File: config.mk
export PLATFORM = sky130hd
export DESIGN_NAME = mdu_issue_scheduler_flat
export DESIGN_NICKNAME = d
export VERILOG_FILES = /design/src/rtl/mdu_issue_scheduler_if.sv /design/src/rtl/mdu_issue_scheduler.sv /design/src/flat_wrapper.sv
export SDC_FILE = /design/constraint.sdc
export NUM_CORES = 1
export LEC_CHECK = 0
export BUFFER_PORTS_ARGS = -buffer_cell sky130_fd_sc_hd__buf_4
export CAP_MARGIN = 20
export CORE_MARGIN = 5
export CORE_UTILIZATION = 35
export DETAILED_ROUTE_END_ITERATION = 6
export MAX_ROUTING_LAYER = met4
export SLEW_MARGIN = 40
export SYNTH_ARGS = -nofsm -noshare
export SYNTH_HDL_FRONTEND = slang
export SYNTH_SLANG_ARGS = --single-unit
File: constraint.sdc
create_clock -name clock -period 1.9 [get_ports clock]
set_input_delay 0.19 -clock clock [delete_from_list [all_inputs] [get_ports clock]]
set_output_delay 0.19 -clock clock [all_outputs]
set_load 0.005 [all_outputs]
File: src/rtl/mdu_issue_scheduler_if.sv
// Shared MDU types and the execute-stage <-> issue-scheduler interface.
// Handshake: mdu_issue is a single-cycle start strobe; stall_request holds E until busy clears.
package mdu_issue_scheduler_pkg;
  typedef enum logic [3:0] {
    MDU_NONE,
    MDU_MFHI,
    MDU_MFLO,
    MDU_MTHI,
    MDU_MTLO,
    MDU_START_SIGNED_MUL,
    MDU_START_UNSIGNED_MUL,
    MDU_START_SIGNED_DIV,
    MDU_START_UNSIGNED_DIV
  } mdu_operation_t;

  typedef enum logic [1:0] {
    IDLE,
    MUL_BUSY,
    DIV_BUSY
  } sched_state_t;
endpackage

interface mdu_issue_scheduler_if;
  import mdu_issue_scheduler_pkg::*;

  logic           valid;
  logic           advance;
  logic           mdu_use;
  logic           mdu_start;
  mdu_operation_t mdu_operation;
  logic           mdu_issue;
  logic           busy;
  logic           busy_is_div;
  logic           done;
  logic           stall_request;

  modport master (
    output valid, advance, mdu_use, mdu_start, mdu_operation,
    input  mdu_issue, busy, busy_is_div, done, stall_request
  );

  modport slave (
    input  valid, advance, mdu_use, mdu_start, mdu_operation,
    output mdu_issue, busy, busy_is_div, done, stall_request
  );
endinterface

File: src/rtl/mdu_issue_scheduler.sv
// Issues one-shot starts to the multi-cycle MDU and stalls later MDU instructions
// while a multiply or divide is in flight; occupancy is tracked by a down-counter.
module mdu_issue_scheduler
  import mdu_issue_scheduler_pkg::*;
#(
  parameter int MUL_LATENCY = 5,
  parameter int DIV_LATENCY = 10,
  parameter int CNT_WIDTH   = 4
) (
  input  logic                 clock,
  input  logic                 reset,
  mdu_issue_scheduler_if.slave bus,
  output sched_state_t         state_dbg,
  output logic [CNT_WIDTH-1:0] cnt_dbg,
  output logic                 issued_dbg
);

  localparam logic [CNT_WIDTH-1:0] MUL_LOAD = CNT_WIDTH'(MUL_LATENCY - 1);
  localparam logic [CNT_WIDTH-1:0] DIV_LOAD = CNT_WIDTH'(DIV_LATENCY - 1);

  sched_state_t         state, state_next;
  logic [CNT_WIDTH-1:0] cnt, cnt_next;
  logic                 issued, issued_next;
  logic                 done_next;
  logic                 busy;
  logic                 issue;
  logic                 start_is_div;

  assign busy         = (state != IDLE);
  assign start_is_div = (bus.mdu_operation == MDU_START_SIGNED_DIV) ||
                        (bus.mdu_operation == MDU_START_UNSIGNED_DIV);

  // Gated by reset so nothing escapes while the block is held in reset.
  assign issue = reset & bus.valid & bus.mdu_start & ~busy & ~issued;

  assign bus.mdu_issue     = issue;
  assign bus.busy          = busy;
  assign bus.busy_is_div   = (state == DIV_BUSY);
  assign bus.stall_request = reset & bus.valid & bus.mdu_use & busy & ~issued;

  assign state_dbg  = state;
  assign cnt_dbg    = cnt;
  assign issued_dbg = issued;

  always_ff @(posedge clock or negedge reset) begin
    if (!reset) begin
      state    <= IDLE;
      cnt      <= '0;
      issued   <= 1'b0;
      bus.done <= 1'b0;
    end else begin
      state    <= state_next;
      cnt      <= cnt_next;
      issued   <= issued_next;
      bus.done <= done_next;
    end
  end

  always_comb begin
    state_next  = state;
    cnt_next    = cnt;
    done_next   = 1'b0;
    issued_next = issued;

    // issued remembers that the instruction still sitting in E already started the MDU.
    if (bus.advance) begin
      issued_next = 1'b0;
    end else if (issue) begin
      issued_next = 1'b1;
    end

    case (state)
      IDLE: begin
        if (issue) begin
          if (start_is_div) begin
            state_next = DIV_BUSY;
            cnt_next   = DIV_LOAD;
          end else begin
            state_next = MUL_BUSY;
            cnt_next   = MUL_LOAD;
          end
        end
      end
      MUL_BUSY, DIV_BUSY: begin
        if (cnt == '0) begin
          state_next = IDLE;
          done_next  = 1'b1;
        end else begin
          cnt_next = cnt - CNT_WIDTH'(1);
        end
      end
      default: begin
        state_next = IDLE;
        cnt_next   = '0;
      end
    endcase
  end

endmodule

File: src/flat_wrapper.sv
// flat-port wrapper written by rule: the top's interface ports become plain ports
module mdu_issue_scheduler_flat import mdu_issue_scheduler_pkg::*;
#(
  parameter int MUL_LATENCY = 5,
  parameter int DIV_LATENCY = 10,
  parameter int CNT_WIDTH   = 4
)
  (clock, reset, state_dbg, cnt_dbg, issued_dbg, bus_valid, bus_advance, bus_mdu_use, bus_mdu_start, bus_mdu_operation, bus_mdu_issue, bus_busy, bus_busy_is_div, bus_done, bus_stall_request);
  mdu_issue_scheduler_if bus_i ();
  input  logic clock;
  input  logic reset;
  output sched_state_t state_dbg;
  output logic [CNT_WIDTH-1:0] cnt_dbg;
  output logic issued_dbg;
  input wire logic [$bits(bus_i.valid)-1:0] bus_valid;
  input wire logic [$bits(bus_i.advance)-1:0] bus_advance;
  input wire logic [$bits(bus_i.mdu_use)-1:0] bus_mdu_use;
  input wire logic [$bits(bus_i.mdu_start)-1:0] bus_mdu_start;
  input wire logic [$bits(bus_i.mdu_operation)-1:0] bus_mdu_operation;
  output wire logic [$bits(bus_i.mdu_issue)-1:0] bus_mdu_issue;
  output wire logic [$bits(bus_i.busy)-1:0] bus_busy;
  output wire logic [$bits(bus_i.busy_is_div)-1:0] bus_busy_is_div;
  output wire logic [$bits(bus_i.done)-1:0] bus_done;
  output wire logic [$bits(bus_i.stall_request)-1:0] bus_stall_request;
  assign bus_i.valid = bus_valid;
  assign bus_i.advance = bus_advance;
  assign bus_i.mdu_use = bus_mdu_use;
  assign bus_i.mdu_start = bus_mdu_start;
  assign bus_i.mdu_operation = bus_mdu_operation;
  assign bus_mdu_issue = bus_i.mdu_issue;
  assign bus_busy = bus_i.busy;
  assign bus_busy_is_div = bus_i.busy_is_div;
  assign bus_done = bus_i.done;
  assign bus_stall_request = bus_i.stall_request;
  mdu_issue_scheduler #(.MUL_LATENCY(MUL_LATENCY), .DIV_LATENCY(DIV_LATENCY), .CNT_WIDTH(CNT_WIDTH)) u_core (.clock(clock), .reset(reset), .bus(bus_i), .state_dbg(state_dbg), .cnt_dbg(cnt_dbg), .issued_dbg(issued_dbg));
endmodule
==> metrics.md, run 1 <==
| Metric | Value |
|---|---|
| Lkg Pwr | `roughly 0.38 nW` |
| Post-DP HPWL | `roughly 950 µm` |
| Clk sinks | `8` |
| Die extent in y | `47.8 µm` |
| Max incr delay on CP | `0.54 ns` |
| N_diodes | `0` |
| Die width | `roughly 48 µm` |
| Nets | `93` |
| Required @ worst endpoint | `~2.0 ns` |
| Area of the die | `about 2300 µm²` |
| CP cell instances | `dlygate4sd3_1 > buf_4 > and3b_1 > a21oi_2 > nor3_1 > a22o_1` |
| Core Rows | `13` |
| Largest net degree at the start of global routing | `11` |
| CTS tree | `yes` |
| Clock slew at reported path FFs | `~0.060 ns` |
| Most frequent cells in the layout | `buf_4, dfrtp_1, inv_1, a22o_1, ha_1` |
| Switching Power | `around 0.00047 W` |
| Slew margin rel. | `0.718` |
| Seq pwr share | `0.262` |
| Count of final hold-check violations | `0` |
| Vias | `about 470` |
| Leading cell type in the layout, fill and taps excluded | `buf_4` |
| Worst slew pin tran | `0.419 ns` |
| Final WL | `1210 µm` |
| DRC violations left | `0` |
| Crit Path Category | `in -> reg` |
| Yosys cell types | `22` |
| Clk_lat worst skew | `roughly 0.26 ns` |
| Total GRT Usage | `0.136` |
| Final min period | `about 1.7 ns` |
| Startpoint types | `input port` |
| Max H-tree Level | `1` |
| Starting density of the core | `0.375` |
| Max_cap viols | `0` |
| Setup Buffers After CTS | `0` |
| CTS max path bufs | `2` |
| Mapped cell area | `around 500 µm²` |
| Switch share | `0.415` |
| Maximum clock rate | `about 600 MHz` |
| Clk pwr share | `0.119` |
| Via density per instance | `just over 5` |
| Initial antenna violation count | `0` |
| GRT overflow | `0` |
| Synthesized net count | `65` |
| Number of port buffers | `21` |
| Dpl ws | `slightly above 0.3 ns` |
| Cts bufs inserted | `3` |
| TNS Setup | `0 ns` |
| Cell Int Power | `0.000664 W` |
| Top Family by Delay on Critical Path | `buffers and inverters` |
| Synth Register Bits | `8` |
| Setup ws final | `0.234 ns` |
| Multi-input logic area | `approximately 280 µm²` |
| Drt initial violations | `6` |
| Type of the most critical hold path | `in -> reg` |
| Sequential share of the synthesized area | `0.400` |
| Core area | `1330 µm²` |
| Final Max Slew Viols | `0` |
| Yosys warning total | `0` |
| Pwr/cell area | `about 1600 nW/µm²` |
| Number of nets with antenna violations after routing | `0` |
| Power, Total | `around 0.0011 W` |
| Worst EP arrival | `between 1.5 and 2 ns` |
| GPL Wtd Cong | `slightly below 0.8` |
| Tcrit/Tclk final | `0.877` |
| Vias in the first global route | `slightly below 500` |
| Clk_skew | `between 0.009 and 0.01 ns` |
| Layout cell share with drive strength beyond 1 | `0.355` |
| Status | `complete, no violations` |
| CP Buf/Inv Count | `2` |
| RSZ-0062 raised after global routing | `no` |
| Worst Path Max Fanout | `10` |
| Final core occ | `0.538` |
| Area growth from synthesis to layout | `43.3%` |
| Slowest-stage cell, CP | `dlygate4sd3_1` |
| First-pass GRT wire length | `a little over 2000 µm` |
| VDD IR max | `about 0.98 mV` |
| Wire per inst | `about 13 µm` |
| Kind of end point of the critical path | `flip-flop` |
| Gate power share | `0.618` |
| Register area | `200 µm²` |
| Setup violators final | `0` |
| Syn_area_per_cell | `roughly 10 µm²` |
| Syn Inst Count | `50` |
| First-pass DRT Iterations | `2` |
| Fillers | `roughly 140` |
| Worst hold slack | `between 0.06 and 0.07 ns` |
| CTS Root Cell | `clkbuf_4` |
| IO Count | `22` |
==> cells in the mapped netlist <==
master     count  area (µm²)
a21boi_0       1        7.51
a21oi_2        1        8.76
a22o_1         5        43.8
a41oi_1        1        8.76
and3_1         3        18.8
and3b_1        1        8.76
dfrtp_1        8         200
ha_1           5        62.6
inv_1          5        18.8
mux2i_1        1        10.0
nand2_1        3        11.3
nand2_2        1        6.26
nand4b_1       1        8.76
nor2_1         4        15.0
nor3_1         2        10.0
o21ai_0        1        5.00
o21ai_1        1        5.00
o2bb2ai_1      1        8.76
o41ai_1        1        8.76
or2_1          1        6.26
or4b_1         1        10.0
xor2_1         2        17.5
==> per-stage QoR <==
step / cells / area, µm²
after CTS: 91 / 717
after detailed placement: 87 / 684
after global placement: 87 / 684
after global routing: 91 / 717
final: 91 / 717
after floorplan: 50 / 500
==> worst reg2reg max path, cell delays in order, from the launching register on <==
cell,delay (ns)
dfrtp_1,0.39
inv_1,0.08
ha_1,0.35
and3_1,0.19
nor3_1,0.35
a22o_1,0.18
==> layer usage <==
metal  vias up  track usage  wire, µm
met1       213        0.160       548
met5         -            -         0
met4         0       0.0323         4
met3         2       0.0639       118
li1        236            -         -
met2        21        0.211       536
==> what timing repair did <==
| action | 4_1_cts | 5_1_grt |
|---|---|---|
| endpoints found under the hold margin | 8 | 0 |
| resized for setup | 0 | 0 |
| hold buffers | 1 | 0 |
==> flip-flops by register name (all words and copies together), names as in the netlist <==
| register | cells |
|---|---|
| u_core.issued_dbg | 1 |
| u_core.cnt_dbg | 4 |
| u_core.bus.done | 1 |
| u_core.state_dbg | 2 |
==> kinds of logic (layout without fill, tap and decap cells) <==
logic type / count (synthesis) / after routing / share of synthesized area
XOR/XNOR: 2 / 2 / 0.0350
multiplexers: 1 / 1 / 0.0200
buffers and inverters: 5 / 31 / 0.0375
AND/OR/NAND/NOR: 17 / 17 / 0.190
flip-flops: 8 / 8 / 0.400
adder cells (fa/ha/maj): 5 / 5 / 0.125
AO/OA/AOI/OAI: 12 / 12 / 0.192
==> worst paths after layout <==
check                                         start                   to  slack (ns)  cells past startpoint
worst min register to register    u_core.issued_dbg    u_core.issued_dbg        0.53                      2
worst max-delay path                          reset    u_core.cnt_dbg[3]        0.23                      6
min in group asynchronous                     reset  u_core.state_dbg[1]        0.30                      2
worst min-delay path                    bus_advance    u_core.issued_dbg        0.07                      2
max in group asynchronous                     reset    u_core.cnt_dbg[3]        1.45                      2
worst max register to register  u_core.state_dbg[0]    u_core.cnt_dbg[3]        0.29                      5
==> power by group through the flow <==
| stage | Sequential, W | Clock [W] | Combinational (W) |
|---|---|---|---|
| final | 0.000297 | 0.000135 | 0.000701 |
| after global routing | 0.000311 | 0.000154 | 0.000790 |
| after CTS | 0.000300 | 0.000143 | 0.000708 |
| after detailed placement | 0.000302 | 0 | 0.000703 |
| after global placement | 0.000301 | 0 | 0.000707 |
| after floorplan | 0.000298 | 0 | 0.000434 |
==> final cells by class <==
type | count | area share
multi-input combinational | 37 | 0.393
sequential | 8 | 0.279
timing repair buffer | 23 | 0.244
clock buffer | 3 | 0.0314
inverter | 5 | 0.0262
tap | 15 | 0.0262
Note: power is estimated with default switching activity, not from simulation.
==> inputs of run 2 (changes only) <==
Settings changed: CORE_AREA set to 5 5 42 44, CORE_MARGIN 5 to not set, CORE_UTILIZATION 35 to not set, DIE_AREA set to 0 0 47 49, PLACE_DENSITY set to 0.66, RECOVER_POWER set to 25, SETUP_SLACK_MARGIN set to 0.05.
==> run 2 against run 1 <==
  * Final area is 0.87% lower
  * Cell count stayed put
  * Clock power hardly changed
  * Register-to-register slack hardly changed
  * Largest cell class unchanged
  * Combinational power is 2.9% lower
  * Non-clock buffer count is 1 lower
  * Largest power group unchanged
  * Sequential cell count stayed put
  * Count of clock-buffer cells in the layout stayed put
  * Utilization is 3.0 points lower
==> metrics.md, run 2 (synthesis results as in run 1) <==
| Metric | Value |
|---|---|
| Switching Power | `0.000473 W (+0.60%)` |
| Clk_skew | `0.00936 ns (+0.000328 ns)` |
| Initial antenna violation count | `0 (unchanged)` |
| Crit Path Category | `in -> out` |
| Max H-tree Level | `1 (unchanged)` |
| Status | `complete, no violations` |
| Setup ws final | `0.260 ns (+0.0264 ns)` |
| Required @ worst endpoint | `1.71 ns (-0.33 ns)` |
| Max incr delay on CP | `0.54 ns (about the same)` |
| CP most frequent cell | `buf_4` |
| Layout cell share with drive strength beyond 1 | `0.347 (-0.00860)` |
| Final Max Slew Viols | `0 (unchanged)` |
| Clk sinks | `8 (unchanged)` |
| Largest net degree at the start of global routing | `11 (unchanged)` |
| Clk_lat worst skew | `0.26 ns (about the same)` |
| Worst Path Max Fanout | `10 (unchanged)` |
| Leading cell type in the layout, fill and taps excluded | `buf_4` |
| N_diodes | `0 (unchanged)` |
| Final core occ | `0.507 (-0.0304)` |
| Cell Int Power | `0.000649 W (-2.2%)` |
| Die extent in y | `49 µm (+2.5%)` |
| Area of the die | `2300 µm² (+0.73%)` |
| First-pass GRT wire length | `2190 µm (+7.1%)` |
| Fillers | `143 (+5.1%)` |
| Type of the most critical hold path | `in -> reg` |
| Clk pwr share | `0.122 (+0.003)` |
| Tcrit/Tclk final | `0.863 (-0.0139)` |
| TNS Setup | `0 ns (unchanged)` |
| Drt initial violations | `2 (-4)` |
| Cts bufs inserted | `3 (unchanged)` |
| Clock slew at reported path FFs | `0.06 ns (about the same)` |
| Placed cells | `87 (unchanged)` |
| Slew margin rel. | `0.746 (+0.0282)` |
| Vias | `473 (+0.21%)` |
| Total GRT Usage | `0.133 (-0.00367)` |
| Number of nets with antenna violations after routing | `0 (unchanged)` |
| Switch share | `0.421 (+0.00686)` |
| Slowest-stage cell, CP | `dlygate4sd3_1` |
| Lkg Pwr | `0.379 nW (-1.2%)` |
| Multi-input logic area | `282 µm² (unchanged)` |
| Max FFs per register | `4 (unchanged)` |
| Starting density of the core | `0.357 (-0.0181)` |
| Non-filler cells, final | `91 (unchanged)` |
| Startpoint types | `input port` |
| Vias in the first global route | `531 (+9.3%)` |
| CTS Root Cell | `clkbuf_4` |
| Setup Buffers After CTS | `0 (unchanged)` |
| DRC violations left | `0 (unchanged)` |
| Final WL | `1260 µm (+4.0%)` |
| Register area | `200 µm² (unchanged)` |
| Top Family by Delay on Critical Path | `buffers and inverters` |
| Pwr/cell area | `1580 nW/µm² (-0.17%)` |
| Gate power share | `0.607 (-0.011)` |
| Dpl ws | `0.295 ns (-0.0141 ns)` |
| Final min period | `1.64 ns (-0.0264 ns)` |
| CP cell instances | `dlygate4sd3_1 > buf_4 > and3b_1 > and3_1 > buf_4` |
| Most frequent cells in the layout | `buf_4, dfrtp_1, inv_1, a22o_1, ha_1` |
| CTS tree | `yes` |
| Worst hold slack | `0.0718 ns (+0.00370 ns)` |
| RSZ-0062 raised after global routing | `no` |
| First-pass DRT Iterations | `2 (unchanged)` |
| GPL Wtd Cong | `0.805 (+2.4%)` |
| Area growth from synthesis to layout | `42.0%` |
| IO Count | `22 (unchanged)` |
| CTS max path bufs | `2 (unchanged)` |
| Core area | `1400 µm² (+5.1%)` |
| Kind of end point of the critical path | `primary output` |
| Worst EP arrival | `1.45 ns (-0.36 ns)` |
| Nets | `92 (-1.1%)` |
| Reg-to-reg slack, setup | `0.29 ns (about the same)` |
| Die width | `47 µm (-1.7%)` |
| Count of final hold-check violations | `0 (unchanged)` |
| Seq pwr share | `0.271 (+0.009)` |
| VDD IR max | `0.863 mV (-12%)` |
| Maximum clock rate | `610 MHz (+1.6%)` |
| Core Rows | `14 (+1)` |
| Number of port buffers | `21 (unchanged)` |
| GRT overflow | `0 (unchanged)` |
| CP Buf/Inv Count | `3 (+1)` |
| Via density per instance | `5.20 (+0.21%)` |
| Setup violators final | `0 (unchanged)` |
| Wire per inst | `13.8 µm (+4.0%)` |
| Post-DP HPWL | `1020 µm (+7.5%)` |
| Max_cap viols | `0 (unchanged)` |
| Worst slew pin tran | `0.377 ns (-0.0420 ns)` |
[run 2: changes by cell type in the layout (fill, tap and decap cells not counted), sizes merged]
cell	previous run	this run
buf	22	21
[run 2: through the flow]
step / cell area, µm² / total power [W]
after floorplan: 500 / 0.000732
after global placement: 678 / 0.000980
after detailed placement: 678 / 0.000992
after CTS: 711 / 0.00114
after global routing: 711 / 0.00124
final: 711 / 0.00112
[run 2: what timing repair did]
item,4_1_cts,5_1_grt
endpoints found under the setup margin,0,0
gates resized for setup,0,0
hold buffers,1,0
hold endpoints to repair,8,0
[run 2: metal layers]
metal | up-vias | routed length [µm] | GRT usage
met5 | - | 0 | -
met4 | 0 | 21 | 0.0553
met3 | 4 | 87 | 0.0369
met2 | 16 | 653 | 0.215
met1 | 221 | 493 | 0.147
li1 | 232 | - | -
[run 2: power groups by stage]
| stage | clock [W] | combinational, W | sequential [W] |
|---|---|---|---|
| 2_1_floorplan | 0 | 0.000434 | 0.000298 |
| 3_3_place_gp | 0 | 0.000674 | 0.000306 |
| 3_5_place_dp | 0 | 0.000684 | 0.000307 |
| 4_1_cts | 0.000139 | 0.000691 | 0.000306 |
| 5_1_grt | 0.000151 | 0.000776 | 0.000313 |
| 6_report | 0.000137 | 0.000681 | 0.000304 |
[run 2: cell type report]
type / count / area share
Multi-Input combinational cell: 37 / 0.396
Sequential cell: 8 / 0.282
Timing Repair Buffer: 22 / 0.236
Clock buffer: 3 / 0.0317
Tap cell: 16 / 0.0282
Inverter: 5 / 0.0264
[run 2: final timing paths]
| path | cells after the start | to | from |
|---|---|---|---|
| max | 5 | bus_mdu_issue | reset |
| min | 2 | u_core.issued_dbg | bus_advance |
| max reg2reg | 5 | u_core.cnt_dbg[0] | u_core.state_dbg[0] |
| min reg2reg | 2 | u_core.issued_dbg | u_core.issued_dbg |
| max in group asynchronous | 2 | u_core.state_dbg[1] | reset |
| min in group asynchronous | 2 | u_core.cnt_dbg[0] | reset |
==> inputs of run 3 (changes only) <==
Settings changed: REMOVE_ABC_BUFFERS set to 1, SETUP_SLACK_MARGIN 0.05 to 0.15.
==> run 3 against run 2 <==
  * Sequential cell count unchanged
  * Register-to-register slack about the same
  * Setup slack better by 0.0021 ns
  * Combinational power up 0.9%
  * Non-clock buffer count unchanged
  * Critical path depth unchanged
  * Die area unchanged
  * Hold slack better by 0.0022 ns
  * Wire length unchanged
==> metrics.md, run 3 (synthesis results as in run 1) <==
| Metric | Value |
|---|---|
| Die width | `47 µm (unchanged)` |
| Maximum clock rate | `610 MHz (+0.13%)` |
| Clk_lat worst skew | `0.26 ns (about the same)` |
| Clock slew at reported path FFs | `0.06 ns (about the same)` |
| Wire per inst | `13.8 µm (unchanged)` |
| Worst EP arrival | `1.45 ns (about the same)` |
| Total GRT Usage | `0.133 (unchanged)` |
| First-pass GRT wire length | `2190 µm (unchanged)` |
| CTS max path bufs | `2 (unchanged)` |
| Largest net degree at the start of global routing | `11 (unchanged)` |
| Slew margin rel. | `0.776 (+0.0298)` |
| Final min period | `1.64 ns (-0.00211 ns)` |
| Layout cell share with drive strength beyond 1 | `0.347 (unchanged)` |
| Status | `complete, no violations` |
| Startpoint types | `input port` |
| Leading cell type in the layout, fill and taps excluded | `buf_4` |
| VDD IR max | `0.868 mV (+0.56%)` |
| Dpl ws | `0.295 ns (unchanged)` |
| Number of port buffers | `21 (unchanged)` |
| Cts bufs inserted | `3 (unchanged)` |
| Core area | `1400 µm² (unchanged)` |
| Area of the die | `2300 µm² (unchanged)` |
| Worst Path Max Fanout | `10 (unchanged)` |
| Pwr/cell area | `1590 nW/µm² (+0.40%)` |
| RR Startpoint | `u_core.state_dbg[0]` |
| Max_cap viols | `0 (unchanged)` |
| Area growth from synthesis to layout | `42.0% (unchanged)` |
| TNS Setup | `0 ns (unchanged)` |
| Initial antenna violation count | `0 (unchanged)` |
| Vias | `470 (-0.63%)` |
| CTS Root Cell | `clkbuf_4` |
| RSZ-0062 raised after global routing | `yes` |
| Hold path depth | `2 (unchanged)` |
| Number of nets with antenna violations after routing | `0 (unchanged)` |
| Final Max Slew Viols | `0 (unchanged)` |
| Nets | `92 (unchanged)` |
| Max FFs per register | `4 (unchanged)` |
| WHS Endpoint | `u_core.issued_dbg` |
| Crit Path Category | `in -> out` |
| Most frequent cells in the layout | `buf_4, dfrtp_1, inv_1, a22o_1, ha_1` |
| Core Rows | `14 (unchanged)` |
| CTS tree | `yes` |
| Max H-tree Level | `1 (unchanged)` |
| N_diodes | `0 (unchanged)` |
| Vias in the first global route | `531 (unchanged)` |
| Kind of end point of the critical path | `primary output` |
| Count of final hold-check violations | `0 (unchanged)` |
| Final WL | `1260 µm (unchanged)` |
| Worst slew pin tran | `0.331 ns (-0.0457 ns)` |
| GPL Wtd Cong | `0.805 (unchanged)` |
| Setup violators final | `0 (unchanged)` |
| Via density per instance | `5.16 (-0.63%)` |
| Reg-to-reg slack, setup | `0.28 ns (about the same)` |
| DRC violations left | `0 (unchanged)` |
| Clk sinks | `8 (unchanged)` |
| R2r endpoint | `u_core.cnt_dbg[0]` |
| Setup ws final | `0.262 ns (+0.00211 ns)` |
| Type of the most critical hold path | `in -> reg` |
| Drt initial violations | `0 (-2)` |
| Clk_skew | `0.00805 ns (-0.00131 ns)` |
| Post-DP HPWL | `1020 µm (unchanged)` |
| Starting density of the core | `0.357 (unchanged)` |
| FF-to-FF path depth | `5 (unchanged)` |
| Required @ worst endpoint | `1.71 ns (about the same)` |
| Die extent in y | `49 µm (unchanged)` |
| Power, Total | `0.00113 W (+0.40%)` |
| IO Count | `22 (unchanged)` |
| Hold_sp | `bus_advance` |
| GRT overflow | `0 (unchanged)` |
| Tcrit/Tclk final | `0.862 (-0.00111)` |
| First-pass DRT Iterations | `1 (-1)` |
| Lkg Pwr | `0.379 nW (+0.17%)` |
[run 3: timing repair]
item                                   CTS  global route
hold buffers                             1             0
setup endpoints to repair                0             3
buffers inserted                         0             0
gates resized for setup                  0             1
endpoints found under the hold margin    8             0
[run 3: layout make-up]
type                            count  area, µm²
Fill cell                         143        691
Tap cell                           16       20.0
Clock buffer                        3       22.5
Timing Repair Buffer               22        168
Sequential cell                     8        200
Multi-Input combinational cell     37        282
Inverter                            5       18.8
[run 3: where the power goes]
group | leakage [nW] | internal, W | switching (W)
Combinational | 0.261 | 0.000343 | 0.000344
Sequential | 0.105 | 0.000236 | 0.0000676
Clock | 0.0138 | 0.0000726 | 0.0000628
Total | 0.379 | 0.000652 | 0.000475
[run 3: how the worst max path moves through the flow]
| stage | start | end | slack [ns] | cells after the start |
|---|---|---|---|---|
| after floorplan | u_core.state_dbg[0] | u_core.cnt_dbg[0] | 0.39 | 5 |
| after global placement | u_core.state_dbg[0] | u_core.cnt_dbg[0] | 0.29 | 5 |
| after detailed placement | u_core.state_dbg[0] | u_core.cnt_dbg[0] | 0.30 | 5 |
| after CTS | reset | bus_mdu_issue | 0.25 | 5 |
| after global routing | u_core.state_dbg[0] | u_core.cnt_dbg[0] | 0.15 | 6 |
| final | reset | bus_mdu_issue | 0.26 | 5 |
[run 3: layer usage]
layer | GRT usage | routed length, µm
met3 | 0.0369 | 89
met2 | 0.215 | 648
met5 | - | 0
met1 | 0.147 | 492
met4 | 0.0553 | 25
[run 3: critical path, stage by stage]
cell and delay [ns]:
dlygate4sd3_1 0.54, buf_4 0.18, and3b_1 0.22, and3_1 0.18, buf_4 0.13
[run 3: metrics by stage]
stage / hold WS [ns] / instance area, µm² / utilization / cells
2_1_floorplan: -0.106 / 500 / - / 50
3_3_place_gp: 0.0220 / 678 / 0.484 / 87
3_5_place_dp: 0.0246 / 678 / 0.484 / 87
4_1_cts: 0.0738 / 711 / 0.507 / 91
5_1_grt: 0.0889 / 711 / 0.507 / 91
6_report: 0.0740 / 711 / 0.507 / 91
